===== src/rtl/pipelined_adder_pkg.sv =====
// Shared defaults and sizing helper for the pipelined ripple-carry adder.
package pipelined_adder_pkg;

  localparam int unsigned DEFAULT_WIDTH  = 32;
  localparam int unsigned DEFAULT_STAGES = 4;

  function automatic int unsigned chunk_w(input int unsigned width, input int unsigned stages);
    return (stages == 0) ? 0 : width / stages;
  endfunction

endpackage


===== src/rtl/pipelined_adder_stage.sv =====
// One pipeline stage: adds chunk IDX of the operands and registers the partial result.
// Sign-bit tracking and overflow flag exist only when PIPE_ADDER_OVF_EN is defined.
module pipelined_adder_stage
  import pipelined_adder_pkg::*;
#(
  parameter int unsigned WIDTH  = DEFAULT_WIDTH,
  parameter int unsigned STAGES = DEFAULT_STAGES,
  parameter int unsigned IDX    = 0
) (
  input  logic             clk,
  input  logic             rst_n,
  input  logic             valid_i,
  output logic             ready_o,
  input  logic [WIDTH-1:0] a_i,
  input  logic [WIDTH-1:0] b_i,
  input  logic [WIDTH-1:0] sum_i,
  input  logic             carry_i,
`ifdef PIPE_ADDER_OVF_EN
  input  logic [1:0]       sign_i,
  output logic [1:0]       sign_o,
  output logic             ovf_o,
`endif
  output logic             valid_o,
  input  logic             ready_i,
  output logic [WIDTH-1:0] a_o,
  output logic [WIDTH-1:0] b_o,
  output logic [WIDTH-1:0] sum_o,
  output logic             carry_o
);

  localparam int unsigned CHUNK = chunk_w(WIDTH, STAGES);
  localparam int unsigned LO    = IDX * CHUNK;
  localparam int unsigned HI    = LO + CHUNK;

  logic             valid_q;
  logic [WIDTH-1:0] a_q, a_d;
  logic [WIDTH-1:0] b_q, b_d;
  logic [WIDTH-1:0] sum_q, sum_d;
  logic             carry_q, carry_d;
  logic [WIDTH-1:0] upper_mask;
  logic [CHUNK:0]   chunk_sum;

  // Only operand bits above this chunk travel on; lower ones are already summed.
  always_comb begin
    upper_mask = '0;
    for (int unsigned i = 0; i < WIDTH; i++) begin
      upper_mask[i] = (i >= HI);
    end
  end

  always_comb begin
    chunk_sum = {1'b0, a_i[LO +: CHUNK]} + {1'b0, b_i[LO +: CHUNK]} + {{CHUNK{1'b0}}, carry_i};
    sum_d     = sum_i;
    sum_d[LO +: CHUNK] = chunk_sum[CHUNK-1:0];
    carry_d   = chunk_sum[CHUNK];
    a_d       = a_i & upper_mask;
    b_d       = b_i & upper_mask;
  end

  assign ready_o = !valid_q || ready_i;

  always_ff @(posedge clk or negedge rst_n) begin
    if (!rst_n) begin
      valid_q <= 1'b0;
      a_q     <= '0;
      b_q     <= '0;
      sum_q   <= '0;
      carry_q <= 1'b0;
    end else if (ready_o) begin
      valid_q <= valid_i;
      if (valid_i) begin
        a_q     <= a_d;
        b_q     <= b_d;
        sum_q   <= sum_d;
        carry_q <= carry_d;
      end
    end
  end

  assign valid_o = valid_q;
  assign a_o     = a_q;
  assign b_o     = b_q;
  assign sum_o   = sum_q;
  assign carry_o = carry_q;

`ifdef PIPE_ADDER_OVF_EN
  logic [1:0] sign_q;
  logic       ovf_q, ovf_d;

  // Meaningful only in the last stage, where sum_d holds the final MSB.
  always_comb begin
    ovf_d = (sign_i[1] == sign_i[0]) && (sum_d[WIDTH-1] != sign_i[1]);
  end

  always_ff @(posedge clk or negedge rst_n) begin
    if (!rst_n) begin
      sign_q <= '0;
      ovf_q  <= 1'b0;
    end else if (ready_o && valid_i) begin
      sign_q <= sign_i;
      ovf_q  <= ovf_d;
    end
  end

  assign sign_o = sign_q;
  assign ovf_o  = ovf_q;
`endif

endmodule


===== src/rtl/pipelined_adder.sv =====
// Pipelined ripple-carry adder, WIDTH bits split over STAGES chunk stages, valid/ready both ends.
// Define PIPE_ADDER_OVF_EN to add the registered signed-overflow output ovf.
module pipelined_adder
  import pipelined_adder_pkg::*;
#(
  parameter int unsigned WIDTH  = DEFAULT_WIDTH,
  parameter int unsigned STAGES = DEFAULT_STAGES
) (
  input  logic             clk,
  input  logic             rst_n,
  input  logic             in_valid,
  output logic             in_ready,
  input  logic [WIDTH-1:0] a,
  input  logic [WIDTH-1:0] b,
  input  logic             cin,
  output logic             out_valid,
  input  logic             out_ready,
  output logic [WIDTH-1:0] sum,
`ifdef PIPE_ADDER_OVF_EN
  output logic             ovf,
`endif
  output logic             cout
);

  if (WIDTH < 1) begin : g_bad_width
    $error("pipelined_adder: WIDTH must be >= 1");
  end
  if (STAGES < 1) begin : g_bad_stages
    $error("pipelined_adder: STAGES must be >= 1");
  end else if (WIDTH % STAGES != 0) begin : g_bad_split
    $error("pipelined_adder: STAGES must divide WIDTH");
  end

  logic [STAGES:0]            valid_w;
  logic [STAGES:0]            carry_w;
  logic [STAGES:0][WIDTH-1:0] a_w;
  logic [STAGES:0][WIDTH-1:0] b_w;
  logic [STAGES:0][WIDTH-1:0] sum_w;
  logic [STAGES-1:0]          ready_w;
  logic [STAGES-1:0]          down_ready;
`ifdef PIPE_ADDER_OVF_EN
  logic [STAGES:0][1:0]       sign_w;
  logic [STAGES-1:0]          ovf_w;
`endif

  assign valid_w[0] = in_valid;
  assign a_w[0]     = a;
  assign b_w[0]     = b;
  assign sum_w[0]   = '0;
  assign carry_w[0] = cin;
`ifdef PIPE_ADDER_OVF_EN
  assign sign_w[0]  = {a[WIDTH-1], b[WIDTH-1]};
`endif

  // Downstream ready unrolled from the registered valids (equivalent to chaining
  // ready_{k+1}) so no combinational vector feeds back into itself.
  always_comb begin
    down_ready = '0;
    for (int unsigned k = 0; k < STAGES; k++) begin
      down_ready[k] = out_ready;
      for (int unsigned j = k + 2; j <= STAGES; j++) begin
        if (!valid_w[j]) down_ready[k] = 1'b1;
      end
    end
  end

  for (genvar k = 0; k < STAGES; k++) begin : g_stage
    pipelined_adder_stage #(
      .WIDTH  (WIDTH),
      .STAGES (STAGES),
      .IDX    (k)
    ) u_stage (
      .clk     (clk),
      .rst_n   (rst_n),
      .valid_i (valid_w[k]),
      .ready_o (ready_w[k]),
      .a_i     (a_w[k]),
      .b_i     (b_w[k]),
      .sum_i   (sum_w[k]),
      .carry_i (carry_w[k]),
`ifdef PIPE_ADDER_OVF_EN
      .sign_i  (sign_w[k]),
      .sign_o  (sign_w[k+1]),
      .ovf_o   (ovf_w[k]),
`endif
      .valid_o (valid_w[k+1]),
      .ready_i (down_ready[k]),
      .a_o     (a_w[k+1]),
      .b_o     (b_w[k+1]),
      .sum_o   (sum_w[k+1]),
      .carry_o (carry_w[k+1])
    );
  end

  assign in_ready  = ready_w[0];
  assign out_valid = valid_w[STAGES];
  assign sum       = sum_w[STAGES];
  assign cout      = carry_w[STAGES];

`ifdef PIPE_ADDER_OVF_EN
  assign ovf = ovf_w[STAGES-1];

  logic unused_tail;
  assign unused_tail = ^{a_w[STAGES], b_w[STAGES], ready_w, sign_w[STAGES], ovf_w};
`else
  logic unused_tail;
  assign unused_tail = ^{a_w[STAGES], b_w[STAGES], ready_w};
`endif

endmodule


===== config.mk =====
export PLATFORM = sky130hd
export DESIGN_NAME = pipelined_adder
export DESIGN_NICKNAME = d
export VERILOG_FILES = /design/src/rtl/pipelined_adder_pkg.sv /design/src/rtl/pipelined_adder_stage.sv /design/src/rtl/pipelined_adder.sv
export SDC_FILE = /design/constraint.sdc
export NUM_CORES = 1
export LEC_CHECK = 0
export ABC_AREA = 1
export CORE_ASPECT_RATIO = 1.25
export CORE_MARGIN = 5
export CORE_UTILIZATION = 50
export CTS_BUF_LIST = sky130_fd_sc_hd__clkbuf_8
export DETAILED_ROUTE_END_ITERATION = 8
export DONT_BUFFER_PORTS = 1
export HOLD_SLACK_MARGIN = 0.02
export PLACE_DENSITY = 0.68
export SKIP_LAST_GASP = 1
export SYNTH_ARGS = -nofsm -noshare
export SYNTH_HDL_FRONTEND = slang
export SYNTH_HIERARCHICAL = 1
export SYNTH_SLANG_ARGS = --single-unit

===== constraint.sdc =====
create_clock -name clk -period 4.36 [get_ports clk]
set_input_delay 0.436 -clock clk [delete_from_list [all_inputs] [get_ports clk]]
set_output_delay 0.436 -clock clk [all_outputs]
set_load 0.03 [all_outputs]

==> metrics.cfg <==
[power_and_ir_drop]
seqPwrFrac_pct = 48.7
p_per_area_nw_per_um2 = 673
switchingPower_mw = 2.37
switching_share_pct = 39.4
power.total_mw = 6.01
p_int_mw = 3.64
p_leak_nw = 4.97
clockPowerShare_pct = 21.8
peakVddDrop_mv = 0.286
combPwrFrac_pct = 29.5

[route]
wl_met3_um = 959
drt-met1-wl_um = 7550
antenna_left = 0
detail_route.iter0.violations = 417
via_per_inst = 4.94
wl_met2_um = 8160
wl_um = 16900
route.vias.total = 6009
drcViolationCount = 0
wl_per_cell_um = 13.9
drt_first_pass_iters = 4
top_layer = met4

[critical_path]
path_max_fanout = 60
arrival_ns = 3.23
cp_top_family = buffers and inverters
crit_buf_inv = 3
required_ns = 4.69
end_kind = flop
slowest_delay_ns = 0.76
critPathKind = reg2reg
cp_slowest_cell = clkinv_2
crit_chain = nand4_1 > inv_2 > nand2_4 > nand2_2 > buf_4 > clkinv_2 > nand3_1 > nand2_1
critPathLaunchType = flop

[yosys]
avgSynthCellArea_um2 = 8.45
netlist_area_um2 = 8520
synth_warnings = 6
synth_nets = 1114
syn_inst = 1009

[clocking]
clockBufferDepth = 2
clkSinkCount = 184
root_buffer = clkbuf_8
cts_tree = built
clock_latency_ns = 0.46
htree_num_levels = 4
cts_made_buffers = 17
post-cts-setup-buffers = 0
cts_resized = 0
cts.clk_slew.worst_paths_ns = 0.09

[sta]
fmax_ghz = 0.345
period_minus_slack_ns = 2.90
fin_setup_tns_ns = 0
finalCritPeriodShare_pct = 66.5
final_max_slew_viol_count = 0
tightest_slew_ns = 0.764
hold_slack_ns = -0.322
finalSetupViolCount = 0
fin_skew_ns = 0.0156
timing.final.ws_setup_ns = 1.46
max_slew_margin_pct = 49.1
finalHoldViolCount = 184
rsz0062_at_grt = no

[cells_and_area]
nFillCells = 1611
multi_input_area_um2 = 3400
drive_gt1_share_pct = 5.62
layout.nets = 1089
diodes = 0
area_growth_pct = 4.80
layout.area.seq_um2 = 4600

[floorplan]
fp.dieH_um = 156
start_util_pct = 50.8
die-area_um2 = 19800
std_cell_rows = 53
coreArea_um2 = 16800
die_w_um = 127
io_pins = 104

[place]
place_ws_ns = 1.42
place_congestion = 0.775
io_buffers = 0
dp.final_hpwl_um = 11100

[status]
violations = negative hold slack
status = finished with violations

[job]
maxCapViolations = 0

[global_route]
grt_overflow = 0
gr-usage-all-layers_pct = 17.7
grt_pass1_vias = 5928
antenna_found_initial = 0
grt_max_degree = 185
grt_pass1_wl_um = 28300

[min_path]
hold_class = in2async

-- cells in the final DEF, fill, tap and decap left out, drive strengths merged --
cell type,count
a211oi,4
a21oi,20
buf,1
bufinv,5
clkbuf,20
clkinv,5
clkinvlp,1
dfrtp,184
fa,8
ha,28
inv,45
nand2,591
nand3,37
nand3b,8
nand4,1
nor2,16
o21ai,12
or2,6
xnor2,4
-- stage by stage --
step	cells	cell area, um^2	util (%)
after floorplan	1009	8520	-
after global placement	1185	8460	50.4
after detailed placement	1185	8460	50.4
after CTS	1216	8930	53.2
after global routing	1216	8930	53.2
final	1216	8930	53.2
-- power by group through the flow --
stage / Combinational, mW / Sequential, mW / Clock, mW
3_5_place_dp: 1.78 / 2.97 / 0
6_report: 1.77 / 2.93 / 1.31
2_1_floorplan: 1.56 / 2.85 / 0
5_1_grt: 2.07 / 3.01 / 1.42
4_1_cts: 1.80 / 2.94 / 1.35
3_3_place_gp: 1.74 / 2.96 / 0
-- area by class of cell --
cell class	count	share of cell area (%)
flip-flops and latches	184	51.5
multi-input cells	735	38.1
clock buffers	20	3.08
well taps	220	3.08
clock inverters	11	2.17
inverters	45	1.96
repair buffers	1	0.0840
-- worst paths after layout --
path                            cells past startpoint  slack (ns)                                      end                                   start
worst min register to register                      2        0.47   g_stage[1].u_stage/b_o[22]$_DFFE_PN0P_  g_stage[0].u_stage/b_o[22]$_DFFE_PN0P_
worst max-delay path                                8        1.46  g_stage[0].u_stage/sum_o[5]$_DFFE_PN0P_  g_stage[3].u_stage/valid_o$_DFFE_PN0N_
max in group asynchronous                           0        4.33   g_stage[1].u_stage/b_o[17]$_DFFE_PN0P_                                   rst_n
worst min-delay path                                0       -0.32   g_stage[0].u_stage/a_o[20]$_DFFE_PN0P_                                   rst_n
min in group clk                                    2        0.08   g_stage[0].u_stage/b_o[23]$_DFFE_PN0P_                                   b[23]
worst max register to register                      8        1.46  g_stage[0].u_stage/sum_o[5]$_DFFE_PN0P_  g_stage[3].u_stage/valid_o$_DFFE_PN0N_
-- flip-flops by register name (all words and copies together), names as in the netlist --
name / flops
g_stage.u_stage/a_o: 48
g_stage.u_stage/b_o: 48
g_stage.u_stage/carry_o: 4
g_stage.u_stage/sum_o: 80
g_stage.u_stage/valid_o: 4
-- layer usage --
layer	vias up	track usage (%)
met2	113	29.2
met1	2842	22.7
li1	3036	-
met3	18	5.17
met4	0	5.21
met5	-	0
No activity file was read; power rests on OpenSTA's default activity.
